`config.mk`:
```
export PLATFORM = sky130hd
export DESIGN_NAME = ctrl_sequencer
export DESIGN_NICKNAME = d
export VERILOG_FILES = /design/src/rtl/ctrl_sequencer.sv
export SDC_FILE = /design/constraint.sdc
export NUM_CORES = 1
export LEC_CHECK = 0
export ABC_AREA = 1
export CAP_MARGIN = 20
export CORE_UTILIZATION = 39
export CTS_BUF_LIST = sky130_fd_sc_hd__clkbuf_4 sky130_fd_sc_hd__clkbuf_8
export CTS_CLUSTER_SIZE = 16
export DETAILED_ROUTE_END_ITERATION = 7
export PLACE_DENSITY = 0.77
export RECOVER_POWER = 25
export SLEW_MARGIN = 20
export SYNTH_ARGS = -nofsm -noshare
export SYNTH_HDL_FRONTEND = slang
export SYNTH_SLANG_ARGS = --single-unit
```
`constraint.sdc`:
```
create_clock -name Clk -period 1.5 [get_ports Clk]
set_input_delay 0.3 -clock Clk [delete_from_list [all_inputs] [get_ports Clk]]
set_output_delay 0.3 -clock Clk [all_outputs]
set_load 0.02 [all_outputs]
```
`src/rtl/ctrl_sequencer.sv`:
```
// Micro-sequencer for the PC/AR/IR/AC/R/DR datapath: fetch, decode, execute.
// Every output is a Moore decode of the state register and the latched opcode.
module ctrl_sequencer #(
  parameter int MEM_LAT = 1
) (
  input  logic       Clk,
  input  logic       RST,
  input  logic       start,
  input  logic [7:0] ir,
  input  logic       z,
  output logic [5:0] wen,
  output logic [5:0] inc,
  output logic [5:0] clr,
  output logic [3:0] bus_sel,
  output logic [1:0] alu_op,
  output logic       mem_rd,
  output logic       mem_wr,
  output logic       halted
);

  localparam logic [4:0] S_INIT = 5'd0,  S_IDLE = 5'd1,  S_F1   = 5'd2,  S_F2   = 5'd3,
                         S_F3   = 5'd4,  S_F4   = 5'd5,  S_DEC  = 5'd6,  S_EXEC = 5'd7,
                         S_OPF1 = 5'd8,  S_OPF2 = 5'd9,  S_OPF3 = 5'd10, S_COND = 5'd11,
                         S_JMP1 = 5'd12, S_LD1  = 5'd13, S_LD2  = 5'd14, S_LD3  = 5'd15,
                         S_ST1  = 5'd16, S_ST2  = 5'd17, S_HALT = 5'd18;

  localparam logic [2:0] LAT_LAST = 3'(MEM_LAT - 1);

  logic [4:0] state, nxt;
  logic [3:0] op;
  logic [2:0] lat;
  logic       mem_wait, lat_done;
  logic       unused_ir;

  assign unused_ir = ^ir[3:0];
  assign mem_wait  = (state == S_F2) || (state == S_OPF2) || (state == S_LD2);
  assign lat_done  = (lat == LAT_LAST);

  always_ff @(posedge Clk) begin
    if (!RST) begin
      state <= S_INIT;
      lat   <= '0;
      op    <= '0;
    end else begin
      state <= nxt;
      // opcode is held so EXEC and the post-operand branches stay pure state decodes
      if (state == S_DEC) op <= ir[7:4];
      lat <= (mem_wait && !lat_done) ? 3'(lat + 3'd1) : 3'd0;
    end
  end

  always_comb begin
    nxt = state;
    case (state)
      S_INIT: nxt = S_IDLE;
      S_IDLE: if (start) nxt = S_F1;
      S_F1:   nxt = S_F2;
      S_F2:   if (lat_done) nxt = S_F3;
      S_F3:   nxt = S_F4;
      S_F4:   nxt = S_DEC;
      S_DEC: begin
        if (ir[7:4] == 4'hF)                            nxt = S_HALT;
        else if (ir[7:4] >= 4'h8 && ir[7:4] <= 4'hC)    nxt = S_OPF1;
        else                                            nxt = S_EXEC;
      end
      S_EXEC: nxt = S_F1;
      S_OPF1: nxt = S_OPF2;
      S_OPF2: if (lat_done) nxt = S_OPF3;
      S_OPF3: begin
        case (op)
          4'h8:       nxt = S_JMP1;
          4'h9, 4'hA: nxt = S_COND;
          4'hB:       nxt = S_LD1;
          default:    nxt = S_ST1;
        endcase
      end
      S_COND: nxt = ((op == 4'h9) == z) ? S_JMP1 : S_F1;
      S_JMP1: nxt = S_F1;
      S_LD1:  nxt = S_LD2;
      S_LD2:  if (lat_done) nxt = S_LD3;
      S_LD3:  nxt = S_F1;
      S_ST1:  nxt = S_ST2;
      S_ST2:  nxt = S_F1;
      S_HALT: nxt = S_HALT;
      default: nxt = S_INIT;
    endcase
  end

  always_comb begin
    wen     = '0;
    inc     = '0;
    clr     = '0;
    bus_sel = 4'd0;
    alu_op  = 2'd0;
    mem_rd  = 1'b0;
    mem_wr  = 1'b0;
    halted  = 1'b0;
    case (state)
      S_INIT:                 clr = 6'h3F;
      S_F1, S_OPF1:           begin bus_sel = 4'd1; wen = 6'h02; end
      S_F2, S_OPF2, S_LD2:    mem_rd = 1'b1;
      S_F3, S_OPF3:           begin bus_sel = 4'd7; wen = 6'h20; inc = 6'h01; end
      S_F4:                   begin bus_sel = 4'd6; wen = 6'h04; end
      S_EXEC: begin
        case (op)
          4'h1: begin bus_sel = 4'd5; wen = 6'h08; end
          4'h2: begin bus_sel = 4'd4; wen = 6'h10; end
          4'h3: begin alu_op = 2'd1; bus_sel = 4'd8; wen = 6'h08; end
          4'h4: begin alu_op = 2'd2; bus_sel = 4'd8; wen = 6'h08; end
          4'h5: inc = 6'h08;
          4'h6: clr = 6'h08;
          default: ;
        endcase
      end
      S_JMP1:                 begin bus_sel = 4'd6; wen = 6'h01; end
      S_LD1, S_ST1:           begin bus_sel = 4'd6; wen = 6'h02; end
      S_LD3:                  begin bus_sel = 4'd7; wen = 6'h08; end
      S_ST2:                  begin bus_sel = 4'd4; mem_wr = 1'b1; end
      S_HALT:                 halted = 1'b1;
      default: ;
    endcase
  end

endmodule

```
Word level (Yosys, flattened, before mapping)
Index checks and enable logic that the tools add are counted.
{ "classes": {"addsub": 1, "multipliers": 0, "div_mod_pow": 0, "magnitude_cmp": 2, "n_eq_ne": 34, "n_shift": 0, "mux": 22, "bitwise": 0, "n_reduce_logical": 19} }
{ "op_table": {"columns": ["op", "n"], "rows": [
  ["$pmux W5 S16", 1],
  ["$eq A5 B4 Y1 const B", 8],
  ["$pmux W6 S6", 1],
  ["$mux W5", 5],
  ["$eq A4 B4 Y1 const B", 5],
  ["$eq A5 B3 Y1 const B", 4],
  ["$pmux W4 S5", 1],
  ["$mux W4", 4],
  ["$eq A5 B5 Y1 const B", 3],
  ["$pmux W5 S3", 1],
  ["$eq A4 B3 Y1 const B", 3],
  ["$pmux W4 S3", 1],
  ["$pmux W6 S2", 1],
  ["$reduce_or A4 Y1", 3],
  ["$eq A5 B2 Y1 const B", 2],
  ["$pmux W5 S2", 1],
  ["$reduce_or A3 Y1", 3],
  ["$eq A4 B2 Y1 const B", 2],
  ["$ne A2 B2 Y1 const B", 4],
  ["$pmux W4 S2", 1],
  ["$reduce_or A2 Y1", 4],
  ["$eq A5 B1 Y1 const B", 1],
  ["$logic_not A5 Y1", 1],
  ["$eq A4 B1 Y1 const B", 1],
  ["13 further kinds", 17]
]} }
{ "word_totals": {"ff_bits": 12, "latch_bits": 0, "ram_bits": 0, "romBits": 0, "out_inout_bits": 27, "wordCells": 81, "mem_count": 0} }

Logic depth before layout (Yosys ltp)
{ "logic_depth": {"depth_word": 5, "depth_mapped": 11, "mapped_depth_nobuf": 11} }

Least setup slack after synthesis
No wires, ideal clock.
{ "synth_timing": {"path_kind": "register -> output", "from": "register state[0]", "to": "output bus_sel[2]", "arrival_ns": 1.661, "t_required_ns": 1.200, "setup_slack_ns": -0.461, "stages_incl_launch_ff": 7, "path_cell_list": "dfxtp_1 > buf_2 > nor2_1 > inv_1 > o21ai_0 > nor2_1 > nand4_1"} }
{ "synth_between": {"elab_chain_cells": 3} }
{ "synth_lines": {"columns": ["item", "line_no", "rtl"], "rows": [
  ["start: declaration", "29", "logic [4:0] state, nxt;"],
  ["start signal: assignment", "45", "state <= nxt;"],
  ["$eq A5 B4 Y1 (tied with other cells)", "98", "case (state)"],
  ["$reduce_or A4 Y1 (no source line) (tied with other cells)", null, null],
  ["$pmux W4 S5 (*)", "98", null],
  ["end: declaration", "14", "output logic [3:0] bus_sel,"]
]} }
Every way passes the cells marked *; elsewhere a longest branch is shown, timed or not.

Worst setup path in the final report
{ "layout_timing": {"from": "register state[3]", "to": "output wen[1]"} }
{ "layout_between": {"elab_chain_cells": 3} }
{ "layout_lines": {"columns": ["item", "line_no", "rtl"], "rows": [
  ["$eq A5 B4 Y1 (tied with other cells)", "98", null],
  ["$reduce_or A4 Y1 (no source line) / $reduce_or A2 Y1 (equally long branches)", null, null],
  ["$pmux W6 S6 (*)", "98", null],
  ["end: declaration", "11", "output logic [5:0] wen,"]
]} }
Marks and branches as above.

==> impl_results.md <==
* Run status: complete, but fails checks
* Failing checks: setup timing
* Number of flops mapped to enable cells by yosys at 0
* Peak Freq at 531.8 MHz
* Sequential share of the synthesized area at 21.33%
* Shortest period the worst path allows at 1.880 ns
* Post-route ant nets at 0
* Worst-path cell chain: buf_12, nor2_4, nand2_4, nor2_4, nor2_4, nand3_1, buf_6
* Area growth syn-to-layout at 100.2%
* Combinational Power Share at 73.0%
* Sequential group share of total power at 17.3%
* Area occupied by registers at 257.7 µm²
* Register-to-register setup slack at -0.22 ns
* Clock share of power at 9.7%
* Largest net degree at the start of global routing at 8
* H-tree depth at 1
* Max incr delay on CP at 0.37 ns
* Worst setup path end: wen[1]
* Period utilisation layout at 125.4%
* Clock latency on the worst-skew pair at 0.29 ns
* Hold_buf cts at 0
* Worst reg-to-reg path cell count at 13
* Yosys cell types at 25
* RR Endpoint: state[1]
* Post-DP HPWL at 2.678 mm
* CTS Buf Count at 3
* Hold Startpoint: lat[0]
* Pwr/cell area at 1230 mW/mm²
* Initial DRC count at 55
* Vias in the first global route at 1426
* Layout Nets at 289
* Util after Layout at 82.47%
* Dominant cells by area after synthesis: dfxtp_1, nor2_1, inv_1
* Peak VDD IR at 1.528 mV
* Sw Share at 47.17%
* ANT cells at 0
* Die Ht at 55.74 µm
* Initial antenna violation count at 0
* Final WL at 4.467 mm
* Chip width at 55.74 µm
* DR vias at 1582
* Final WS setup at -0.3804 ns
* Clock-pin slew on the worst setup and hold paths at 0.08 ns
* Critical path capture point type: output port
* Area share of the largest cell type after synthesis at 21.33%
* Final Max Tran Viols at 0
* Crit path max fanout at 5
* Vias/cell at 5.187
* Most used DFF post-synth: dfxtp_1
* MaxCap Viol Count at 0
* GPL Wtd Cong at 0.9124
* Routed len/inst at 14.65 µm
* Startpoint Class: flop
* Area of the multi-input gates at 988.4 µm²
* CP startpoint: state[3]
* Fraction of layout cells with a size suffix above 1 at 58.03%
* Root Driver: clkbuf_4
* CTS tree: built
* Internal power at 1.465 mW
* Global route total overflow at 0
* Core outline area at 0.002734 mm²
* # setup viols final at 27
* Buffers on Ports at 30
* Data arrival time at the worst-slack endpoint at 1.58 ns
* Post-synth top cells: nor2_1, inv_1, nand2_1, nand3_1, dfxtp_1
* Fillers at 156
* I/O Pins at 39
* Slowest CP cell: dfxtp_4
* Maximum clock path buffer count at 2
* Starting Density at 41.19%
* RSZ-0062 raised after global routing: yes
* Most frequent cell after synthesis: nor2_1
* WP data required at 1.20 ns
* Global-route wire length before repair at 6.099 mm
* Crit Path Class: flop to output port
* Gr usage total at 25.00%
* Leakage at 1.064 nW
* NetSw at 1.308 mW
* Clock sinks at 12
* Clock skew at 0.003017 ns
* DRC Markers at 0
* Reg2reg start: state[3]
* First-pass DRT Iterations at 4
* Pre-CTS setup slack at -0.4807 ns
* HP Class: flop to flop
* Post-Syn Area per Cell at 5.958 µm²
* Library cell with the largest summed area after synthesis: dfxtp_1
* Post-Synthesis Cells at 189
* Most frequent CP cell: nor2_4
* Final Hold Violating Endpoints at 0
* Die area at 0.003106 mm²
* Hold Slack at 0.4699 ns
* Share of flip-flops with an asynchronous set or reset at 0%
* Row count at 19
* Cell area after synthesis at 0.001126 mm²
* Synth Register Bits at 12
* Synth warn at 0
==> power by group through the flow <==
| stage | Clock [mW] | Sequential (mW) | Combinational (mW) |
|---|---|---|---|
| final | 0.269 | 0.480 | 2.02 |
| after global placement | 0 | 0.430 | 1.51 |
| after detailed placement | 0 | 0.433 | 1.53 |
| after CTS | 0.273 | 0.466 | 1.74 |
| after floorplan | 0 | 0.406 | 0.950 |
| after global routing | 0.292 | 0.489 | 2.13 |
==> cell families (layout without fill, tap and decap cells) <==
group                      after synthesis  count (layout)  synth area share [%]
buffers and inverters                   43             125                 17.11
other                                    1               4                0.3330
AOI/OAI and AO/OA                       23              23                 11.22
adders and majority gates                2               2                 2.222
DFF                                     12              12                 21.33
and+or+nand+nor                        107             107                 47.00
xor gates and xnor gates                 1               1                0.7779
==> final cells by class <==
| cell class | instances | share of cell area (%) |
|---|---|---|
| sequential | 12 | 11.43 |
| inverter | 34 | 6.104 |
| tap | 31 | 1.720 |
| timing repair buffer | 87 | 35.29 |
| clock buffer | 4 | 1.609 |
| multi-input combinational | 137 | 43.84 |
==> per-stage QoR <==
stage          std cells  setup TNS, ns  power [mW]  area [µm²]
2_1_floorplan        192        -0.1835       1.357        1214
5_1_grt              305         -8.157       2.911        2255
3_5_place_dp         290         -9.212       1.966        1833
4_1_cts              300         -4.408       2.484        2044
6_report             305         -6.092       2.774        2255
3_3_place_gp         290         -8.583       1.945        1833
==> placed cells by master (no fill, tap or decap), drive strengths merged <==
master,n
a21oi,7
a31oi,1
buf,80
clkbuf,4
clkdlybuf4s50,7
conb,4
dfxtp,12
ha,2
inv,34
nand2,35
nand3,22
nand4,3
nor2,42
nor3,4
o21ai,12
o22ai,3
or3,1
xnor2,1
==> layer usage <==
layer | global-route usage [%] | vias up | routed length (µm)
met3 | 3.256 | 19 | 210
met4 | 12.50 | 0 | 214
met2 | 44.06 | 66 | 2379
li1 | - | 759 | -
met1 | 29.56 | 738 | 1662
met5 | 0 | - | 0
==> critical path: cells and delay by family (launching register included) <==
family	cells	cell delay, ns
simple gates	5	0.65
buf+inv	2	0.27
flops	1	0.37
==> repair_timing <==
item	in CTS	in global routing
buffers inserted	7	6
pin swaps	13	11
gates resized for setup	167	48
endpoints found under the setup margin	27	35
==> worst min path at each step <==
stage,slack (ns),depth (start not counted),end
6_report,0.47,1,lat[0]
4_1_cts,0.46,1,lat[0]
3_5_place_dp,0.44,1,lat[0]
5_1_grt,0.51,1,lat[0]
3_3_place_gp,0.43,1,lat[0]
2_1_floorplan,0.42,1,lat[0]
==> state kept, by name, summed over array words and instances, names as in the netlist <==
signal  flops
lat         3
op          4
state       5
Note: power is estimated with default switching activity, not from simulation.
